<file path="config.mk">
export PLATFORM = sky130hd
export DESIGN_NAME = mem_block_reader
export DESIGN_NICKNAME = d
export VERILOG_FILES = /design/src/rtl/mem_rd_pkg.sv /design/src/rtl/mem_block_addr_gen.sv /design/src/rtl/mem_block_reader.sv
export SDC_FILE = /design/constraint.sdc
export NUM_CORES = 1
export LEC_CHECK = 0
export ABC_AREA = 1
export CAP_MARGIN = 40
export CORE_UTILIZATION = 45
export DETAILED_ROUTE_END_ITERATION = 8
export PLACE_DENSITY = 0.8
export SETUP_SLACK_MARGIN = 0.2
export SLEW_MARGIN = 30
export SYNTH_ARGS = -nofsm -noshare
export SYNTH_HDL_FRONTEND = slang
export SYNTH_HIERARCHICAL = 1
export SYNTH_SLANG_ARGS = --single-unit
</file>
<file path="constraint.sdc">
create_clock -name Clk -period 2.8 [get_ports Clk]
set_clock_uncertainty 0.1 [all_clocks]
set_input_delay 0.56 -clock Clk [delete_from_list [all_inputs] [get_ports Clk]]
set_output_delay 0.56 -clock Clk [all_outputs]
set_load 0.05 [all_outputs]
</file>
<file path="src/rtl/mem_rd_pkg.sv">
// Shared types and constants for the block memory reader.
package mem_rd_pkg;

   localparam int ADDR_W_DEF = 8;
   localparam int DATA_W_DEF = 8;
   localparam int DIM_W      = 4;

   typedef enum logic [1:0] {
      IDLE  = 2'd0,
      READ  = 2'd1,
      DRAIN = 2'd2
   } rd_state_e;

endpackage

</file>
<file path="src/rtl/mem_block_addr_gen.sv">
// Walks a 2-D block in raster order. It holds the column and row counters and
// the current row base. It provides the address of the following element and
// flags when the current element is the final one.
module mem_block_addr_gen
   import mem_rd_pkg::*;
#(
   parameter int ADDR_W = ADDR_W_DEF
) (
   input  logic              i_clk,
   input  logic              i_rst,
   input  logic              i_load,
   input  logic              i_advance,
   input  logic [ADDR_W-1:0] i_base,
   input  logic [ADDR_W-1:0] i_stride,
   input  logic [DIM_W-1:0]  i_cols_m1,
   input  logic [DIM_W-1:0]  i_rows_m1,
   output logic [ADDR_W-1:0] o_next_addr,
   output logic              o_last
);

   logic [DIM_W-1:0]  r_col;
   logic [DIM_W-1:0]  r_row;
   logic [DIM_W-1:0]  r_cols_m1;
   logic [DIM_W-1:0]  r_rows_m1;
   logic [ADDR_W-1:0] r_row_base;
   logic [ADDR_W-1:0] r_stride;

   // Latch block geometry on load and step col/row/row-base on each advance
   always_ff @(posedge i_clk) begin
      if (i_rst) begin
         r_col      <= {DIM_W{1'b0}};
         r_row      <= {DIM_W{1'b0}};
         r_cols_m1  <= {DIM_W{1'b0}};
         r_rows_m1  <= {DIM_W{1'b0}};
         r_row_base <= {ADDR_W{1'b0}};
         r_stride   <= {ADDR_W{1'b0}};
      end else if (i_load) begin
         r_col      <= {DIM_W{1'b0}};
         r_row      <= {DIM_W{1'b0}};
         r_cols_m1  <= i_cols_m1;
         r_rows_m1  <= i_rows_m1;
         r_row_base <= i_base;
         r_stride   <= i_stride;
      end else if (i_advance) begin
         if (r_col < r_cols_m1) begin
            r_col <= r_col + 4'd1;
         end else begin
            r_col      <= {DIM_W{1'b0}};
            r_row      <= r_row + 4'd1;
            r_row_base <= r_row_base + r_stride;
         end
      end
   end

   // Next address: the adjacent byte within a row, or the next row start (modulo 2^ADDR_W)
   always_comb begin
      o_next_addr = r_row_base + r_stride;
      if (r_col < r_cols_m1) begin
         o_next_addr = r_row_base + ADDR_W'(r_col) + ADDR_W'(1'b1);
      end else begin
         o_next_addr = r_row_base + r_stride;
      end
   end

   assign o_last = (r_col == r_cols_m1) && (r_row == r_rows_m1);

endmodule

</file>
<file path="src/rtl/mem_block_reader.sv">
// Block reader for a byte-wide memory bank. It fetches a 2-D block in raster
// order and returns the bytes on a valid/ready stream that carries a last flag.
// The bank read is combinational. Each byte is captured in the output register
// on the same edge that advances the bank address.
module mem_block_reader
   import mem_rd_pkg::*;
#(
   parameter int ADDR_W = ADDR_W_DEF,
   parameter int DATA_W = DATA_W_DEF
) (
   input  logic              Clk,
   input  logic              Rst,
   input  logic              Start,
   input  logic [ADDR_W-1:0] BaseAddr,
   input  logic [ADDR_W-1:0] Stride,
   input  logic [DIM_W-1:0]  ColsM1,
   input  logic [DIM_W-1:0]  RowsM1,
   output logic [ADDR_W-1:0] Address,
   output logic              MemRead,
   output logic              MemWrite,
   input  logic [DATA_W-1:0] ReadData,
   output logic [DATA_W-1:0] OutData,
   output logic              OutValid,
   input  logic              OutReady,
   output logic              OutLast,
   output logic              Busy,
   output logic              Done
);

   rd_state_e         r_state;
   rd_state_e         w_state_next;
   logic [ADDR_W-1:0] r_address;
   logic              r_mem_read;
   logic [DATA_W-1:0] r_out_data;
   logic              r_out_valid;
   logic              r_out_last;
   logic              r_busy;
   logic              r_done;

   logic              w_slot_free;
   logic              w_load;
   logic              w_capture;
   logic              w_drain_ack;
   logic [ADDR_W-1:0] w_gen_next;
   logic              w_gen_last;

   assign w_slot_free = !r_out_valid || OutReady;

   mem_block_addr_gen #(
      .ADDR_W (ADDR_W)
   ) u_addr_gen (
      .i_clk       (Clk),
      .i_rst       (Rst),
      .i_load      (w_load),
      .i_advance   (w_capture),
      .i_base      (BaseAddr),
      .i_stride    (Stride),
      .i_cols_m1   (ColsM1),
      .i_rows_m1   (RowsM1),
      .o_next_addr (w_gen_next),
      .o_last      (w_gen_last)
   );

   // State register
   always_ff @(posedge Clk) begin
      if (Rst) begin
         r_state <= IDLE;
      end else begin
         r_state <= w_state_next;
      end
   end

   // Next-state logic: start in IDLE, leave READ on the last capture, leave DRAIN on acceptance
   always_comb begin
      w_state_next = r_state;
      case (r_state)
         IDLE: begin
            if (Start) w_state_next = READ;
            else       w_state_next = IDLE;
         end
         READ: begin
            if (w_slot_free && w_gen_last) w_state_next = DRAIN;
            else                           w_state_next = READ;
         end
         DRAIN: begin
            if (r_out_valid && OutReady) w_state_next = IDLE;
            else                         w_state_next = DRAIN;
         end
         default: w_state_next = IDLE;
      endcase
   end

   // Output decode: which datapath action the current state takes on this edge
   always_comb begin
      w_load      = 1'b0;
      w_capture   = 1'b0;
      w_drain_ack = 1'b0;
      case (r_state)
         IDLE:    w_load      = Start;
         READ:    w_capture   = w_slot_free;
         DRAIN:   w_drain_ack = r_out_valid && OutReady;
         default: w_load      = 1'b0;
      endcase
   end

   // Registered bank interface, output stream and status flags
   always_ff @(posedge Clk) begin
      if (Rst) begin
         r_address   <= {ADDR_W{1'b0}};
         r_mem_read  <= 1'b0;
         r_out_data  <= {DATA_W{1'b0}};
         r_out_valid <= 1'b0;
         r_out_last  <= 1'b0;
         r_busy      <= 1'b0;
         r_done      <= 1'b0;
      end else begin
         r_done <= 1'b0;
         if (w_load) begin
            r_address  <= BaseAddr;
            r_mem_read <= 1'b1;
            r_busy     <= 1'b1;
         end
         if (w_capture) begin
            r_out_data  <= ReadData;
            r_out_valid <= 1'b1;
            r_out_last  <= w_gen_last;
            if (w_gen_last) r_mem_read <= 1'b0;
            else            r_address  <= w_gen_next;
         end
         if (w_drain_ack) begin
            r_out_valid <= 1'b0;
            r_out_last  <= 1'b0;
            r_busy      <= 1'b0;
            r_done      <= 1'b1;
         end
      end
   end

   assign Address  = r_address;
   assign MemRead  = r_mem_read;
   assign MemWrite = 1'b0;
   assign OutData  = r_out_data;
   assign OutValid = r_out_valid;
   assign OutLast  = r_out_last;
   assign Busy     = r_busy;
   assign Done     = r_done;

endmodule

</file>
**Yosys cells after proc, flatten, opt, wreduce, memory -nomap -nowiden**

Cells that the tools add are included.

- Bits in registers: 55
- Input port bits: 36
- Output and inout bits: 22
- Word-level logic and storage cells: 56

- $add $sub $neg: 5
- $lt $le $gt $ge: 1
- Equal/unequal tests: 5
- Muxes and demuxes: 19
- Bitwise gates (word level): 1
- Reductions and logical operators: 11

Operators by type and width:

| kind | count |
|---|---|
| 2-to-1 mux 8 bit | 7 |
| adder 4 x 1 -> 4 bit (second input constant) | 2 |
| adder 8 x 1 -> 8 bit (second input constant) | 1 |
| adder 8 x 4 -> 8 bit | 1 |
| adder 8 bit | 1 |
| == test 4 bit | 2 |
| 2-to-1 mux 1 bit | 8 |
| one-hot mux 2 bit (3 select lines) | 1 |
| < comparator 4 bit | 1 |
| 2-to-1 mux 2 bit | 2 |
| 2-to-1 mux 4 bit | 1 |
| AND reduction 2 bit | 2 |
| OR reduction 2 bit | 2 |
| logical AND 1 bit | 3 |
| == test 2 x 1 -> 1 bit (second input constant) | 1 |
| == test 2 bit (second input constant) | 1 |
| logical NOT 2 bit | 1 |
| != test 2 x 1 -> 1 bit (second input constant) | 1 |
| nonzero test 2 bit | 1 |
| logical NOT 1 bit | 1 |
| logical OR 1 bit | 1 |
| inverter 1 bit | 1 |

**Logic depth before layout (Yosys ltp)**

- Depth in word-level cells: 5
- Depth in mapped cells: 15
- Mapped depth without buffers: 15

**Cells and area by module**

The synthesis kept the hierarchy.

By module, submodules not included:

| module | times used | cells an instance | area an instance (µm²) | seq. area each (µm²) |
|---|---|---|---|---|
| mem_block_addr_gen | 1 | 314 | 2,150.8 | 640.6 |
| mem_block_reader | 1 | 156 | 1,028.5 | 460.4 |

**Worst setup path after synthesis**

No wires, ideal clock.

- Kind: flip-flop to flip-flop
- Start point: register u_addr_gen.r_col[0]
- End point: register r_address[6], in the netlist Address[6]
- Setup time: 0.064 ns
- Arrival: 1.818 ns
- Data required time: 2.636 ns
- Setup slack: 0.818 ns
- Cell stages (with the launch flop): 16
- Path buffers: 0
- Period minus slack after synthesis: 1.982 ns
- Cell sequence: dfxtp_1 > inv_1 > ha_1 > fa_1 > inv_1 > nand2_1 > nand2_1 > nand2_1 > nand2_1 > nand2_1 > xor2_1 > o21ai_1 > inv_1 > nand4_1 > nand2_1 > nor2_1

- Cells in the longest elaborated chain, start to end: 5
- Elaborated cells between the ends (all ways): 8
- Classes of those cells: add/sub (2); order compare (1); eq/ne (1); mux (3); reduce/logical (1)

RTL lines:

| item | line | text |
|---|---|---|
| start, declared | mem_block_addr_gen.sv:21 | `logic [DIM_W-1:0] r_col;` |
| start signal, assigned | mem_block_addr_gen.sv:31 | `r_col <= {DIM_W{1'b0}};` |
| start signal, assigned | mem_block_addr_gen.sv:38 | `r_col <= {DIM_W{1'b0}};` |
| start signal, assigned | mem_block_addr_gen.sv:46 | `r_col <= r_col + 4'd1;` |
| adder 8 x 4 -> 8 bit | mem_block_addr_gen.sv:59 | `o_next_addr = r_row_base + ADDR_W'(r_col) + ADDR_W'(1'b1);` |
| adder 8 x 1 -> 8 bit | mem_block_addr_gen.sv:59 |  |
| 2-to-1 mux 8 bit * | mem_block_addr_gen.sv:58 | `if (r_col < r_cols_m1) begin` |
| via w_gen_next[6] | mem_block_reader.sv:44 | `logic [ADDR_W-1:0] w_gen_next;` |
| 2-to-1 mux 8 bit * | mem_block_reader.sv:127 | `if (w_gen_last) r_mem_read <= 1'b0;` |
| 2-to-1 mux 8 bit * | mem_block_reader.sv:123 | `if (w_capture) begin` |
| end signal, assigned | mem_block_reader.sv:109 | `r_address <= {ADDR_W{1'b0}};` |
| end signal, assigned | mem_block_reader.sv:119 | `r_address <= BaseAddr;` |
| end signal, assigned | mem_block_reader.sv:128 | `else r_address <= w_gen_next;` |
| end, declared | mem_block_reader.sv:32 | `logic [ADDR_W-1:0] r_address;` |

The timed path passes the listed nets; every way through them passes the cells marked *.
A chain may end at the register's enable or synchronous reset.

**Worst setup path after layout**

Ends and elaborated chain as after synthesis.

==> reports/results.tsv <==
stage	metric	value	unit
status	status	finished, final reports clean	
critical_path	type of origin of the critical path	flip-flop	
timing	Slew @ Worst Pin	0.5057	ns
final_layout	Final Cell Area	3936	um^2
synth	post-synthesis register bit count	55	
die	Initial Util	46.80	%
synth	Yosys top cell by area	dfxtp_1	
critical_path	RR Startpoint	u_addr_gen/r_col[0]	
timing	setup repair after global routing missed its margin	no	
cts	# hold bufs at CTS	0	
critical_path	crit path capture type	flip-flop	
cts	Post-CTS Setup Repair Bufs	0	
power_and_ir_drop	sw frac	38.83	%
cts	Clock Tree Root	clkbuf_8	
routing	met3 wire len	288	um
timing	fin crit share	79.59	%
die	core outline area	6794	um^2
power_and_ir_drop	Total Power	0.002264	W
cts	clock-pin slew on the worst setup and hold paths	0.10	ns
critical_path	R2R cell count	15	
global_route	number of global-route vias before repair	2991	
synth	most frequent cell after synthesis	nand2_1	
routing	Via-to-Cell Ratio	4.875	
routing	initial DRC count	127	
final_layout	number of diodes	0	
critical_path	Max stage delay on crit path	0.41	ns
final_layout	Final Core Density	57.94	%
power_and_ir_drop	pwr dens	575.1	nW/um^2
synth	Synth top area share	34.63	%
synth	sequential fraction of the synthesis area	34.63	%
critical_path	Slowest-stage cell, CP	fa_1	
timing	endpoints failing setup	0	
synth	most common flop cell mapped by yosys	dfxtp_1	
power_and_ir_drop	P_sw	0.0008790	W
synth	syn_nets	525	
routing	Vias	3037	
routing	post-route ant nets	0	
cts	clk sinks	55	
synth	synthesized instance count	470	
power_and_ir_drop	Int Pwr	0.001385	W
synth	Synth Cell Area	3179	um^2
global_route	first-pass GRT wire length	12570	um
critical_path	crit path from	u_addr_gen/r_col[0]	
critical_path	most used cell, CP	nand2_1	
critical_path	r2r setup slk	0.57	ns
synth	largest cells by area after synthesis	dfxtp_1 (35%), nand2_1 (13%), nor2_1 (11%)	
timing	final slew viol count	0	
timing	setup TNS	0	ns
critical_path	Setup crit end	Address[6]	
placed_design	routability congestion estimate from global placement	0.8145	
power_and_ir_drop	Reg power frac	41.3	%
critical_path	crit path kind	reg -> reg	
min_path	hold crit path type	reg -> reg	
die	Rows	30	
routing	first-pass iteration count of the detailed router	4	
final_layout	final net count	581	
cts	Num CTS Buffers	5	
global_route	pin count of the biggest net entering global routing	22	
timing	Rel. slew slack	66.18	%
critical_path	Max FO, Critical Path	4	
die	Die Ht	86.06	um
placed_design	placed wire-length estimate	5721	um
critical_path	Worst EP arrival	2.38	ns
global_route	overflow left after global routing	0	
routing	wire length on met1	3254	um
global_route	initial antenna violation count	0	
die	Die W	86.06	um
routing	wire per inst	11.86	um
routing	Post-route DRC	0	
synth	Ys Warns	6	
power_and_ir_drop	power share of the clock group	21.6	%
placed_design	port bufs	56	
die	Die Area	7405	um^2
cts	CTS tree	done	
power_and_ir_drop	Leak	1.856	nW
timing	post-route minimum period	2.228	ns
synth	EDFF count, synth	0	
die	I/O Pins	58	
critical_path	CP required	2.95	ns
power_and_ir_drop	Max rail drop VDD	327.7	uV
routing	routed wl met2	3737	um
cts	CTS max path bufs	2	
timing	final hold vios	0	
global_route	gr usage total	21.13	%
final_layout	layout cells sized above 1	6.452	%
critical_path	critical path cell sequence	inv_1 -> ha_1 -> fa_1 -> inv_1 -> nand2_1 -> nand2_1 -> nand2_1 -> nand2_1 -> nand2_1 -> xor2_1 -> o21ai_1 -> inv_1 -> nand4_1 -> nand2_1 -> nor2_1	
synth	post-synthesis cell type count	33	
routing	Routed WL	7391	um
routing	top metal layer carrying routed signals	met4	
critical_path	worst r2r dst	Address[6]	
timing	Max Fclk	0.4487	GHz
power_and_ir_drop	power share of the combinational group	37.1	%
synth	leading cell types by count after synthesis	nand2_1 (107), nor2_1 (89), dfxtp_1 (55)	
synth	async set-reset flop share out of synthesis	0	%
placed_design	dpl cell area	3834	um^2
cts	Post-CTS Resized	0	
final_layout	area delta synth->final	23.81	%
flow_run	max cap viols	0	
timing	Hold Slack	0.3699	ns
cts	clock latency on the worst-skew pair	0.31	ns
cts	H-tree levels	2	
synth	Avg Inst Size Synth	6.764	um^2
[worst max-delay path, delay by kind of cell (launching register included)]
family,cells,cell delay (ns)
adder cells (fa/ha/maj),2,0.64
AND/OR/NAND/NOR,8,0.56
flip-flops,1,0.40
buffers and inverters,3,0.22
XOR/XNOR,1,0.13
AO/OA/AOI/OAI,1,0.13
[routing by layer]
layer,track usage [%],vias to the layer above
li1,-,1588
met1,23.16,1377
met2,40.04,60
met3,5.197,12
met4,5.909,0
met5,0,-
[worst min-delay path by stage]
| stage | from | end | slack [ns] | depth (start not counted) |
|---|---|---|---|---|
| after floorplan | u_addr_gen/r_cols_m1[1] | u_addr_gen/r_cols_m1[1] | 0.34 | 2 |
| after global placement | u_addr_gen/r_cols_m1[1] | u_addr_gen/r_cols_m1[1] | 0.35 | 2 |
| after detailed placement | u_addr_gen/r_cols_m1[1] | u_addr_gen/r_cols_m1[1] | 0.36 | 2 |
| after CTS | u_addr_gen/r_cols_m1[1] | u_addr_gen/r_cols_m1[1] | 0.37 | 2 |
| after global routing | u_addr_gen/r_cols_m1[1] | u_addr_gen/r_cols_m1[1] | 0.41 | 2 |
| final | u_addr_gen/r_cols_m1[2] | u_addr_gen/r_cols_m1[2] | 0.37 | 2 |
[final cells by class]
class,instances,area (um^2)
tap,96,120.1
clock buffer,6,82.58
clock inverter,2,20.02
timing repair buffer,63,613.1
sequential,55,1101
fill,646,2858
multi-input combinational,341,1773
inverter,60,226.5
[kinds of logic after synthesis]
family                     share of synthesized area [%]
and+or+nand+nor                                    34.12
xor gates and xnor gates                           3.581
buffers and inverters                              9.602
DFF                                                34.63
AOI/OAI and AO/OA                                  9.996
adders and majority gates                          7.950
other                                             0.1180
[placed cells by master, fill, tap and decap left out, drive strengths merged, types with 8 or more instances in the layout]
cell type | netlist | routed
nand2 | 113 | 113
nor2 | 91 | 91
inv | 59 | 60
clkdlybuf4s50 | 0 | 56
dfxtp | 55 | 55
o21ai | 34 | 34
nand3 | 25 | 25
a21oi | 21 | 21
ha | 17 | 17
nand4 | 12 | 12
xor2 | 8 | 8
[registers in the layout, indices dropped and copies added, names as in the netlist]
name	cells
u_addr_gen/r_stride	8
OutValid	1
u_addr_gen/r_col	4
OutLast	1
u_addr_gen/r_cols_m1	4
OutData	8
MemRead	1
Address	8
u_addr_gen/r_row_base	8
r_state	2
Busy	1
u_addr_gen/r_rows_m1	4
u_addr_gen/r_row	4
Done	1
[power by group through the flow]
| stage | Clock, W | Combinational [W] | Sequential [W] |
|---|---|---|---|
| 2_1_floorplan | 0 | 0.000467 | 0.00107 |
| 3_3_place_gp | 0 | 0.000820 | 0.000948 |
| 3_5_place_dp | 0 | 0.000838 | 0.000950 |
| 4_1_cts | 0.000500 | 0.000841 | 0.000933 |
| 5_1_grt | 0.000532 | 0.000936 | 0.000944 |
| 6_report | 0.000489 | 0.000841 | 0.000934 |
[stage by stage]
step / std cells / setup WS (ns)
global placement: 615 / 0.6173
global route: 623 / 0.4008
finish: 623 / 0.5716
CTS: 623 / 0.5762
floorplan: 470 / 0.8179
detailed placement: 615 / 0.5659
(Power assumes the default switching activity.)
